<file path="src/rtl/sccb_pkg.sv">
// -----------------------------------------------------------------------------
// sccb_pkg
// Shared definitions for the SCCB (OmniVision serial camera control bus)
// master blocks: FSM state encoding, frame geometry and quarter counts for
// each protocol phase, plus a helper that assembles a 3-phase write frame.
// -----------------------------------------------------------------------------
package sccb_pkg;

    typedef enum logic [2:0] {
        ST_IDLE,
        ST_START,
        ST_BITS,
        ST_STOP,
        ST_DONE
    } sccb_state_t;

    localparam int          SCCB_FRAME_BITS     = 27;
    localparam logic [7:0]  SCCB_DEFAULT_ID     = 8'h42;
    localparam int          SCCB_START_QUARTERS = 2;
    localparam int          SCCB_STOP_QUARTERS  = 3;
    localparam int          SCCB_BIT_QUARTERS   = 4;

    // Three 9-bit phases: ID, register address, register data. The ninth
    // bit of each phase is the slave's don't-care slot, which a write-only
    // master drives high.
    function automatic logic [SCCB_FRAME_BITS-1:0] sccb_frame(
        input logic [7:0]  id,
        input logic [15:0] data
    );
        return {id, 1'b1, data[15:8], 1'b1, data[7:0], 1'b1};
    endfunction

endpackage

</file>
<file path="src/rtl/sccb_tick_gen.sv">
// -----------------------------------------------------------------------------
// sccb_tick_gen
// Prescaler producing a one-clk tick every CLK_DIV clks while enabled. The
// count is forced back to zero whenever en is low, so the first tick after
// enabling always arrives exactly CLK_DIV clks later.
//
// Ports:
//   clk    system clock, rising edge
//   rst_n  asynchronous active-low reset
//   en     count enable
//   tick   one-clk pulse on the last count of each CLK_DIV period
// -----------------------------------------------------------------------------
module sccb_tick_gen #(
    parameter int CLK_DIV = 250
) (
    input  logic clk,
    input  logic rst_n,
    input  logic en,
    output logic tick
);

    localparam int             CW   = (CLK_DIV > 1) ? $clog2(CLK_DIV) : 1;
    localparam logic [CW-1:0]  LAST = CW'(CLK_DIV - 1);

    logic [CW-1:0] cnt;

    // NOTE: sequential state uses non-blocking assignments so every register
    // samples pre-edge values regardless of process ordering.
    always_ff @(posedge clk or negedge rst_n) begin
        if (!rst_n) begin
            cnt <= '0;
        end else if (!en || cnt == LAST) begin
            cnt <= '0;
        end else begin
            cnt <= cnt + CW'(1);
        end
    end

    assign tick = en && (cnt == LAST);

endmodule

</file>
<file path="src/rtl/sccb_encoder.sv">
// -----------------------------------------------------------------------------
// sccb_encoder
// Write-only SCCB master. A start request latches a 16-bit {address, data}
// word and emits a 3-phase write frame (ID, address, data, each followed by
// a high don't-care bit) framed by start and stop conditions. All bus timing
// is counted in SCL quarter-periods of CLK_DIV system clocks.
//
// Ports:
//   clk       system clock, rising edge
//   rst_n     asynchronous active-low reset
//   start_i   write request, ignored while busy_o is high
//   data_i    {register address[15:8], register data[7:0]}
//   busy_o    high from request acceptance through the DONE clk
//   done_o    one-clk pulse when the frame completes
//   sccb_scl  SIO_C, registered push-pull output
//   sccb_sda  SIO_D, registered push-pull output
// -----------------------------------------------------------------------------
module sccb_encoder
    import sccb_pkg::*;
#(
    parameter int         CLK_DIV   = 250,
    parameter logic [7:0] DEVICE_ID = SCCB_DEFAULT_ID
) (
    input  logic        clk,
    input  logic        rst_n,
    input  logic        start_i,
    input  logic [15:0] data_i,
    output logic        busy_o,
    output logic        done_o,
    output logic        sccb_scl,
    output logic        sccb_sda
);

    localparam logic [1:0] LAST_START_Q = 2'(SCCB_START_QUARTERS - 1);
    localparam logic [1:0] LAST_BIT_Q   = 2'(SCCB_BIT_QUARTERS - 1);
    localparam logic [1:0] LAST_STOP_Q  = 2'(SCCB_STOP_QUARTERS - 1);
    localparam logic [4:0] LAST_BIT     = 5'(SCCB_FRAME_BITS - 1);

    sccb_state_t                state, state_n;
    logic [1:0]                 quarter, quarter_n;
    logic [4:0]                 bit_cnt, bit_cnt_n;
    logic [SCCB_FRAME_BITS-1:0] shreg, shreg_n;
    logic                       scl_n, sda_n, busy_n, done_n;
    logic                       tick, tick_en;

    // The prescaler only runs during the timed phases; IDLE and DONE hold it
    // at zero so each frame's quarters line up with its acceptance edge.
    assign tick_en = (state == ST_START) || (state == ST_BITS) ||
                     (state == ST_STOP);

    sccb_tick_gen #(
        .CLK_DIV (CLK_DIV)
    ) u_tick_gen (
        .clk   (clk),
        .rst_n (rst_n),
        .en    (tick_en),
        .tick  (tick)
    );

    // Next-state logic: frame position advances only on quarter ticks.
    // NOTE: every variable gets a default before the case so no path leaves
    // it unassigned, which would otherwise infer a latch.
    always_comb begin
        state_n   = state;
        quarter_n = quarter;
        bit_cnt_n = bit_cnt;
        shreg_n   = shreg;
        case (state)
            ST_IDLE: begin
                if (start_i) begin
                    state_n   = ST_START;
                    quarter_n = '0;
                    bit_cnt_n = '0;
                    shreg_n   = sccb_frame(DEVICE_ID, data_i);
                end
            end
            ST_START: begin
                if (tick) begin
                    if (quarter == LAST_START_Q) begin
                        state_n   = ST_BITS;
                        quarter_n = '0;
                    end else begin
                        quarter_n = quarter + 2'd1;
                    end
                end
            end
            ST_BITS: begin
                if (tick) begin
                    if (quarter == LAST_BIT_Q) begin
                        quarter_n = '0;
                        if (bit_cnt == LAST_BIT) begin
                            state_n = ST_STOP;
                        end else begin
                            bit_cnt_n = bit_cnt + 5'd1;
                            shreg_n   = {shreg[SCCB_FRAME_BITS-2:0], 1'b0};
                        end
                    end else begin
                        quarter_n = quarter + 2'd1;
                    end
                end
            end
            ST_STOP: begin
                if (tick) begin
                    if (quarter == LAST_STOP_Q) begin
                        state_n   = ST_DONE;
                        quarter_n = '0;
                    end else begin
                        quarter_n = quarter + 2'd1;
                    end
                end
            end
            ST_DONE: state_n = ST_IDLE;
            default: state_n = ST_IDLE;
        endcase
    end

    // Line levels are decoded from the next position and registered, so the
    // pins change on the same edge as the state and never glitch.
    always_comb begin
        scl_n = 1'b1;
        sda_n = 1'b1;
        case (state_n)
            ST_START: sda_n = (quarter_n == 2'd0);
            ST_BITS: begin
                scl_n = quarter_n[1];
                sda_n = shreg_n[SCCB_FRAME_BITS-1];
            end
            ST_STOP: begin
                scl_n = (quarter_n != 2'd0);
                sda_n = (quarter_n == LAST_STOP_Q);
            end
            default: ;
        endcase
        busy_n = (state_n != ST_IDLE);
        done_n = (state_n == ST_DONE);
    end

    // NOTE: the frame shift register is ordinary control state, so it takes
    // the async reset along with everything else.
    always_ff @(posedge clk or negedge rst_n) begin
        if (!rst_n) begin
            state    <= ST_IDLE;
            quarter  <= '0;
            bit_cnt  <= '0;
            shreg    <= '0;
            sccb_scl <= 1'b1;
            sccb_sda <= 1'b1;
            busy_o   <= 1'b0;
            done_o   <= 1'b0;
        end else begin
            state    <= state_n;
            quarter  <= quarter_n;
            bit_cnt  <= bit_cnt_n;
            shreg    <= shreg_n;
            sccb_scl <= scl_n;
            sccb_sda <= sda_n;
            busy_o   <= busy_n;
            done_o   <= done_n;
        end
    end

endmodule
</file>
<file path="config.mk">
export PLATFORM = sky130hd
export DESIGN_NAME = sccb_encoder
export DESIGN_NICKNAME = d
export VERILOG_FILES = /design/src/rtl/sccb_pkg.sv /design/src/rtl/sccb_tick_gen.sv /design/src/rtl/sccb_encoder.sv
export SDC_FILE = /design/constraint.sdc
export NUM_CORES = 1
export LEC_CHECK = 0
export CAP_MARGIN = 20
export CORE_MARGIN = 2
export CORE_UTILIZATION = 45
export DETAILED_ROUTE_END_ITERATION = 16
export PLACE_DENSITY = 0.79
export RECOVER_POWER = 50
export SKIP_LAST_GASP = 1
export SYNTH_ARGS = -nofsm -noshare
export SYNTH_HDL_FRONTEND = slang
export SYNTH_SLANG_ARGS = --single-unit
</file>
<file path="constraint.sdc">
create_clock -name clk -period 1.94 [get_ports clk]
set_input_delay 0.388 -clock clk [delete_from_list [all_inputs] [get_ports clk]]
set_output_delay 0.388 -clock clk [all_outputs]
set_load 0.01 [all_outputs]
</file>
==> results.md, run 1 <==
CTS:
- The clock net sink count is 49.
- The clock tree from TritonCTS is done.
- The cell chosen for the clock root is sky130_fd_sc_hd__clkbuf_8.
- The clock network latency to the later pin of the worst-skew pair is 0.31 ns.
- The H-tree depth is 2.
- Counting the buffers created by CTS gives 5.
- Clock-pin slew was measured on the worst setup and hold paths at 0.08 ns.
- The count of hold buffers inserted by post-cts repair is 0.
- The worst-case clock buffer depth is 2.

Final layout:
- Of the cells placed in the final design, the portion with a size suffix greater than 1 is 17.5%.
- After the last flow step, the layout net total stands at 304.
- For this run, the share of the core covered by cells in the final layout is 57.8%.
- The area growth from synthesis to layout is 23.9%.
- The repair_antennas step left the layout with diodes totalling 0.

Floorplanning:
- The die footprint is 5930 um2.
- In this run the count of I/O pins placed on the die edge is 23.
- The total number of placement rows is 26.
- The overall die height is 77.0 um.
- The x dimension of the die is 77.0 um.
- The initial cell density of the core is 46.6%.
- The area of the core is 5140 um2.

Worst setup path:
- The origin of the critical flop-to-flop path is quarter[0].
- For the worst setup path, the data required time is 2.15 ns.
- The type of origin of the critical path is a flip-flop.
- The startpoint of the worst setup timing path is quarter[0].
- For this run, the slowest stage of the critical path takes 0.41 ns.
- The worst setup path is captured at a flip-flop.
- The cell at the slowest stage of the critical path is sky130_fd_sc_hd__dfrtp_2.
- For flop-to-flop paths, the worst setup slack is 0.02 ns.
- Data arrives at the worst endpoint at 2.14 ns.
- The kind of critical path is flip-flop to flip-flop.
- In this run the critical register-to-register path is captured at sccb_scl.
- The cell that appears most often on the critical path is sky130_fd_sc_hd__buf_4.
- The logic depth of the worst register-to-register path is 9.
- The capturing instance or port of the critical path is sccb_scl.
- Along the worst path, the maximum fanout reaches 6.
- The critical path goes through buf_4 -> ha_1 -> mux2_2 -> a21oi_2 -> and2_1 -> a2bb2oi_2 -> buf_4 -> a21oi_1 -> nand2_1.

Drt:
- The detailed router placed 1829 vias in this run.
- For this run, design rule violations remaining after detail routing come to 0.
- Using the TritonRoute via totals, the vias-per-cell ratio works out to 5.30.
- Once detail routing completed, the nets flagged for antenna violations numbered 0.
- The count of routing violations after the opening detailed-route iteration is 141.
- For this block, the routed nets add up to 4.79 mm of wire.
- The average wire per standard cell is 13.9 um.
- The first-pass detailed-route iteration total is 6.

Run status:
- The flow ran to the end, and the final reports show no timing, DRC or antenna violations.

Power and ir drop:
- The proportion of power drawn by combinational gates is 4.6%.
- The design draws 1.86 mW.
- The sequential cell fraction of total power is 57.4%.
- The internal power contribution is 1.47 mW.
- The reported net switching power is 0.387 mW.
- For this design the static power due to leakage is 1.34 nW.
- The power density relative to cell area is 625 nW/um2.
- Net switching is 20.9% of the power.
- The clock network burns 38.0% of the power.
- The highest ir drop seen on vdd is 0.000357 V.

Synth:
- Yosys mapped a number of flops with a built-in enable equal to 0.
- After synthesis, flip-flops and latches occupy 51.3% of the total area.
- The mean area per synthesized cell is 10.1 um2.
- The count of warnings emitted by yosys is 0.
- By count the netlist is led by sky130_fd_sc_hd__nand2_1, sky130_fd_sc_hd__dfrtp_1, sky130_fd_sc_hd__nor2_1.
- The number of standard cells after synthesis is 238.
- The post-synthesis register bit count is 49.
- For this run, the leading register cell type out of synthesis is sky130_fd_sc_hd__dfrtp_1.
- The share of synthesized registers carrying an async set or reset is 100%.
- The post-synthesis instance area is 2400 um2.
- The number of nets handed over by synthesis was 267.
- Among all cell types in the netlist, the one instantiated most often is sky130_fd_sc_hd__nand2_1.
- The largest total area in the synthesized netlist belongs to sky130_fd_sc_hd__dfrtp_1.
- By area the synthesized netlist is led by sky130_fd_sc_hd__dfrtp_1, sky130_fd_sc_hd__nand2_1, sky130_fd_sc_hd__ha_1.
- The distinct cell type count after synthesis is 45.
- The area fraction of the dominant cell type after synthesis is 49.1%.

GRT:
- The first global-routing pass estimated 8.00 mm of wire.
- The aggregate global routing overflow is 0.
- For this run, the total global-route usage over all layers was measured as 16.9%.
- The via count of the first global-routing pass came to 1765.
- The number of antenna violations at the first check in global routing came to 0.
- The maximum number of pins on one net before global-route repair is 50.

Placed design:
- The number of port buffers is 22.
- At the end of routability-driven placement, the weighted congestion stood at 0.836.
- After legalization and detailed placement, the total HPWL measured 3.24 mm.

Timing:
- The worst-case headroom to the max-slew limit is 23.0%.
- The time the worst path needs with I/O delays and setup is 1.92 ns.
- Setup violations remaining at the end of the flow were counted as 0.
- Setup repair after global routing could not meet its margin everywhere.
- Between clock sinks in the finished design, the worst skew comes to 0.0110 ns.
- The final count of pins violating max slew was 0.
- The peak clock frequency supported by timing is 519 MHz.
- The share of the clock period used by the worst path is 99.2%.
- The measured slew at the worst slew-check pin is 1.15 ns.
- The number of hold-slack violations in the final timing report is 0.
- The tightest hold path in the finished design has a slack of 0.389 ns.

Min path:
- The type of the worst min-delay path is input port to asynchronous set/reset pin.

Run:
- The tool flagged a number of max-cap violations equal to 0.
-- cells by family after synthesis --
kind of cell	Yosys count	share of synthesized area (%)
compound gates	43	13.4
xor+xnor	9	3.29
fa+ha+maj	10	5.22
buf+inv	21	4.02
flops	49	51.3
mux	2	0.887
simple gates	104	21.9
-- stage by stage --
stage	setup WS [ns]	setup TNS, ns	instance area, um2	instances
finish	0.0150	0	2970	345
global placement	0.111	0	2790	333
CTS	0.0186	0	2900	340
detailed placement	-0.0146	-0.0146	2790	333
global route	-0.111	-0.172	2970	345
floorplan	0.111	0	2400	238
-- worst min path at each step --
stage                   endpoint  slack [ns]
2_1_floorplan         bit_cnt[0]        0.09
3_3_place_gp   u_tick_gen.cnt[0]        0.39
3_5_place_dp   u_tick_gen.cnt[2]        0.39
4_1_cts                shreg[11]        0.06
5_1_grt               bit_cnt[1]        0.50
6_report       u_tick_gen.cnt[2]        0.39
-- layer usage --
metal / track usage, % / up-vias / wire (um)
li1: - / 890 / -
met1: 21.7 / 899 / 2100
met2: 27.5 / 33 / 2470
met3: 4.24 / 7 / 139
met4: 6.61 / 0 / 75
met5: 0 / - / 0
-- critical path, delay by kind of cell (launching register included) --
kind                     cells  cell delay, ns
AO/OA/AOI/OAI                3            0.39
adder cells (fa/ha/maj)      1            0.20
buffers and inverters        2            0.30
flip-flops                   1            0.41
multiplexers                 1            0.27
AND/OR/NAND/NOR              2            0.29
-- area by class of cell --
cell class | count | area [um2]
Clock inverter | 2 | 35.0
Multi-Input combinational cell | 168 | 1130
Clock buffer | 5 | 68.8
Timing Repair Buffer | 44 | 394
Tap cell | 70 | 87.6
Sequential cell | 49 | 1230
Fill cell | 451 | 2170
Inverter | 7 | 26.3
-- state kept, by name, summed over array words and instances (netlist names) --
signal / count
sccb_scl: 1
shreg: 27
bit_cnt: 5
u_tick_gen.cnt: 8
sccb_sda: 1
busy_o: 1
quarter: 2
done_o: 1
state: 3
-- power by group through the flow --
stage | sequential, mW | combinational, mW | clock [mW]
floorplan | 1.08 | 0.0251 | 0
global placement | 1.08 | 0.0905 | 0
detailed placement | 1.08 | 0.0931 | 0
CTS | 1.06 | 0.0933 | 0.720
global route | 1.07 | 0.0987 | 0.766
finish | 1.06 | 0.0860 | 0.705
-- cell usage in the layout, fill, tap and decap left out, drive strengths merged, types with 6 or more instances in the layout --
| master | instances |
|---|---|
| a21oi | 9 |
| clkdlybuf4s50 | 21 |
| buf | 22 |
| a22oi | 16 |
| nand2 | 49 |
| dfrtp | 47 |
| o21ai | 7 |
| nor2 | 23 |
| clkbuf | 6 |
| ha | 10 |
| inv | 7 |
| nor3 | 8 |
| xor2 | 6 |
-- what timing repair did --
item                                    4_1_cts  5_1_grt
pin swaps                                     0        3
buffers inserted                              0        5
endpoints found under the setup margin        1        9
gates resized for setup                       1        9
Power figures use the tool's default switching activity.
==> run 2: changes to the inputs <==
- CORE_UTILIZATION: 45 -> 35
- MAX_ROUTING_LAYER: not set -> met4
- PLACE_DENSITY: 0.79 -> 0.66
==> results.md, run 2 (same netlist as run 1, synthesis figures left out) <==
Placed design:
- The post-placement cell count is 345.
- The last weighted congestion value of the routability-driven placer is 0.881.
- The placed wire-length estimate is 3.23 mm.
- The count of buffers added on input and output ports is 22.

Final layout:
- The utilization after layout is 45.1%.
- Leaving out fill and tap cells, the most frequent cell in the layout is sky130_fd_sc_hd__nand2_1.
- In the layout the commonest cells are sky130_fd_sc_hd__nand2_1, sky130_fd_sc_hd__dfrtp_1, sky130_fd_sc_hd__nor2_1, sky130_fd_sc_hd__buf_4, sky130_fd_sc_hd__clkdlybuf4s50_1.
- The number of flip-flops in the largest register is 27.
- The non-filler instance count after layout is 361.
- After the last flow step, the layout net total stands at 309.
- The register with the most flip-flops is shreg.
- Compared with the post-synthesis result, the final layout area differs by 26.4%.
- In the final layout, the registers with the most flip-flops are shreg x27, u_tick_gen.cnt x8, bit_cnt x5.
- The ratio of cells with drive above 1 in the final layout is 18.9%.
- The final antenna diode count is 0.

CTS:
- The later pin in the worst-skew pair is clocked with a latency of 0.30 ns.
- The post-CTS clock slew at the launch and capture registers of the worst setup and hold paths is 0.10 ns.
- The H-tree depth is 2.
- The number of buffers created by CTS is 5.
- The count of hold buffers inserted by post-cts repair is 0.
- The clock net sink count is 49.
- The clock tree from TritonCTS is done.
- The cell chosen for the clock root is sky130_fd_sc_hd__clkbuf_8.
- The worst-case clock buffer depth is 2.

GRT:
- The total routing usage reported by global routing is 13.6%.
- The wire length of the first global-routing pass is 7.96 mm.
- The maximum number of pins on one net before global-route repair is 50.
- Global routing finished with a remaining overflow of 0.
- The number of antenna violations at the first check in global routing is 0.
- The via count of the first global-routing pass is 1720.

Worst setup path:
- The worst setup path is captured at a flip-flop.
- The signal on the critical path passes through inv_2 -> buf_4 -> ha_1 -> mux2_2 -> a21oi_4 -> and2_1 -> a2bb2oi_2 -> o311ai_1.
- For the worst setup path, the data required time is 2.15 ns.
- Data arrives at the worst endpoint at 2.12 ns.
- On the critical path, the stage with the largest delay is an instance of sky130_fd_sc_hd__dfrtp_1.
- The startpoint of the worst setup timing path is quarter[1].
- The type of origin of the critical path is a flip-flop.
- The origin of the critical flop-to-flop path is quarter[1].
- The biggest fanout along the worst timing path is 4.
- The kind of critical path is flip-flop to flip-flop.
- The maximum single-stage delay on the critical path is 0.43 ns.

Power and ir drop:
- The total power of the final layout is 1.78 mW.
- The highest ir drop seen on vdd is 0.000275 V.
- In this run the power density over the cells is 587 nW/um2.
- The leakage power figure is 1.36 nW.

Floorplanning:
- The initial utilization of the core area, before any placement, comes to 35.7%.
- The x dimension of the die is 86.8 um.
- The area of the core is 6720 um2.
- The I/O pin total is 23.
- The total number of placement rows is 30.
- In this run the vertical extent of the chip is 86.8 um.
- The die footprint is 7530 um2.

Timing:
- Clock skew on the completed layout was measured at 0.0119 ns.
- At the pin with the least slew margin, the transition time is 1.18 ns.
- Setup repair after global routing could not meet its margin everywhere.
- The peak clock frequency supported by timing is 523 MHz.
- The worst path in the final design needs a cycle of 1.91 ns, including I/O delays and setup.
- The number of hold-slack violations in the final timing report came to 0.
- The share of the clock period used by the worst path is 98.5%.
- The worst-case headroom to the max-slew limit is 21.2%.
- The final count of pins violating max slew is 0.
- Setup violations remaining at the end of the flow were counted as 0.

Drt:
- The routed layout has 1778 vias.
- The mean number of vias per cell is 4.93.
- After the first detailed-routing iteration, the DRC count stood at 96.
- In the final routing, the length of wire on met1 measures 2.28 mm.
- Before antenna repair, the detailed router went through 4 iterations.
- The total met3 wirelength after detailed routing is 109 um.
- The remaining number of nets flagged by the antenna check after routing is 0.
- The DRC violations left is 0.
- The routed wire length on met2 is 2.38 mm.
- After detailed routing, the total wire length is 4.81 mm.
- Signal routing reaches up to met4.
- The average wire per standard cell is 13.3 um.

Run status:
- The run finished with clean final reports.

Run:
- The count of maximum capacitance violations is 0.

Min path:
- The type of the worst min-delay path is input port to asynchronous set/reset pin.
==> run 2: metal layers <==
| metal | vias to the layer above | GRT usage (%) |
|---|---|---|
| met2 | 26 | 20.4 |
| met1 | 848 | 18.7 |
| li1 | 902 | - |
| met5 | - | - |
| met3 | 2 | 2.29 |
| met4 | 0 | 4.55 |
==> run 2: path summary, 6_finish.rpt <==
| path | end | slack [ns] | cells past startpoint |
|---|---|---|---|
| max in group asynchronous | u_tick_gen.cnt[5] | 0.82 | 2 |
| min in group clk | shreg[24] | 0.48 | 2 |
| worst min-delay path | shreg[15] | 0.38 | 2 |
| worst min register to register | shreg[24] | 0.48 | 2 |
| worst max-delay path | sccb_sda | 0.03 | 8 |
| worst max register to register | sccb_sda | 0.03 | 8 |
==> run 2: worst max-delay path, delay by kind of cell, from the launching register on <==
| kind | cells | cell delay, ns |
|---|---|---|
| AOI/OAI and AO/OA | 3 | 0.54 |
| adders and majority gates | 1 | 0.16 |
| buffers and inverters | 2 | 0.23 |
| DFF | 1 | 0.43 |
| muxes | 1 | 0.29 |
| and+or+nand+nor | 1 | 0.17 |
==> run 2: layout make-up <==
class,count,area (um2)
flip-flops and latches,49,1230
inverters,7,26.3
clock buffers,5,68.8
repair buffers,49,439
well taps,80,100
multi-input cells,168,1140
fillers,640,3690
clock inverters,3,25.0
==> run 2: what timing repair did <==
item | in CTS | in global routing
setup buffers | 0 | 8
setup endpoints to repair | 1 | 29
cloned | 0 | 0
gates resized for setup | 2 | 11
hold endpoints to repair | 0 | 0
pin swaps | 0 | 7
==> run 2: where the power goes <==
group          switching (mW)  leakage [nW]  internal (mW)
Clock                   0.362        0.0452          0.263
Sequential             0.0169         0.578           1.05
Combinational          0.0405         0.737         0.0475
==> run 2: metrics by stage <==
stage	setup slack [ns]	cell area (um2)	TNS (ns)	hold WS, ns
floorplan	0.111	2400	0	0.0924
global placement	0.0559	2810	0	0.459
detailed placement	0.00402	2810	0	0.467
CTS	-0.00844	2910	-0.00844	0.177
global route	-0.0423	3030	-0.0694	0.497
finish	0.0291	3030	0	0.384
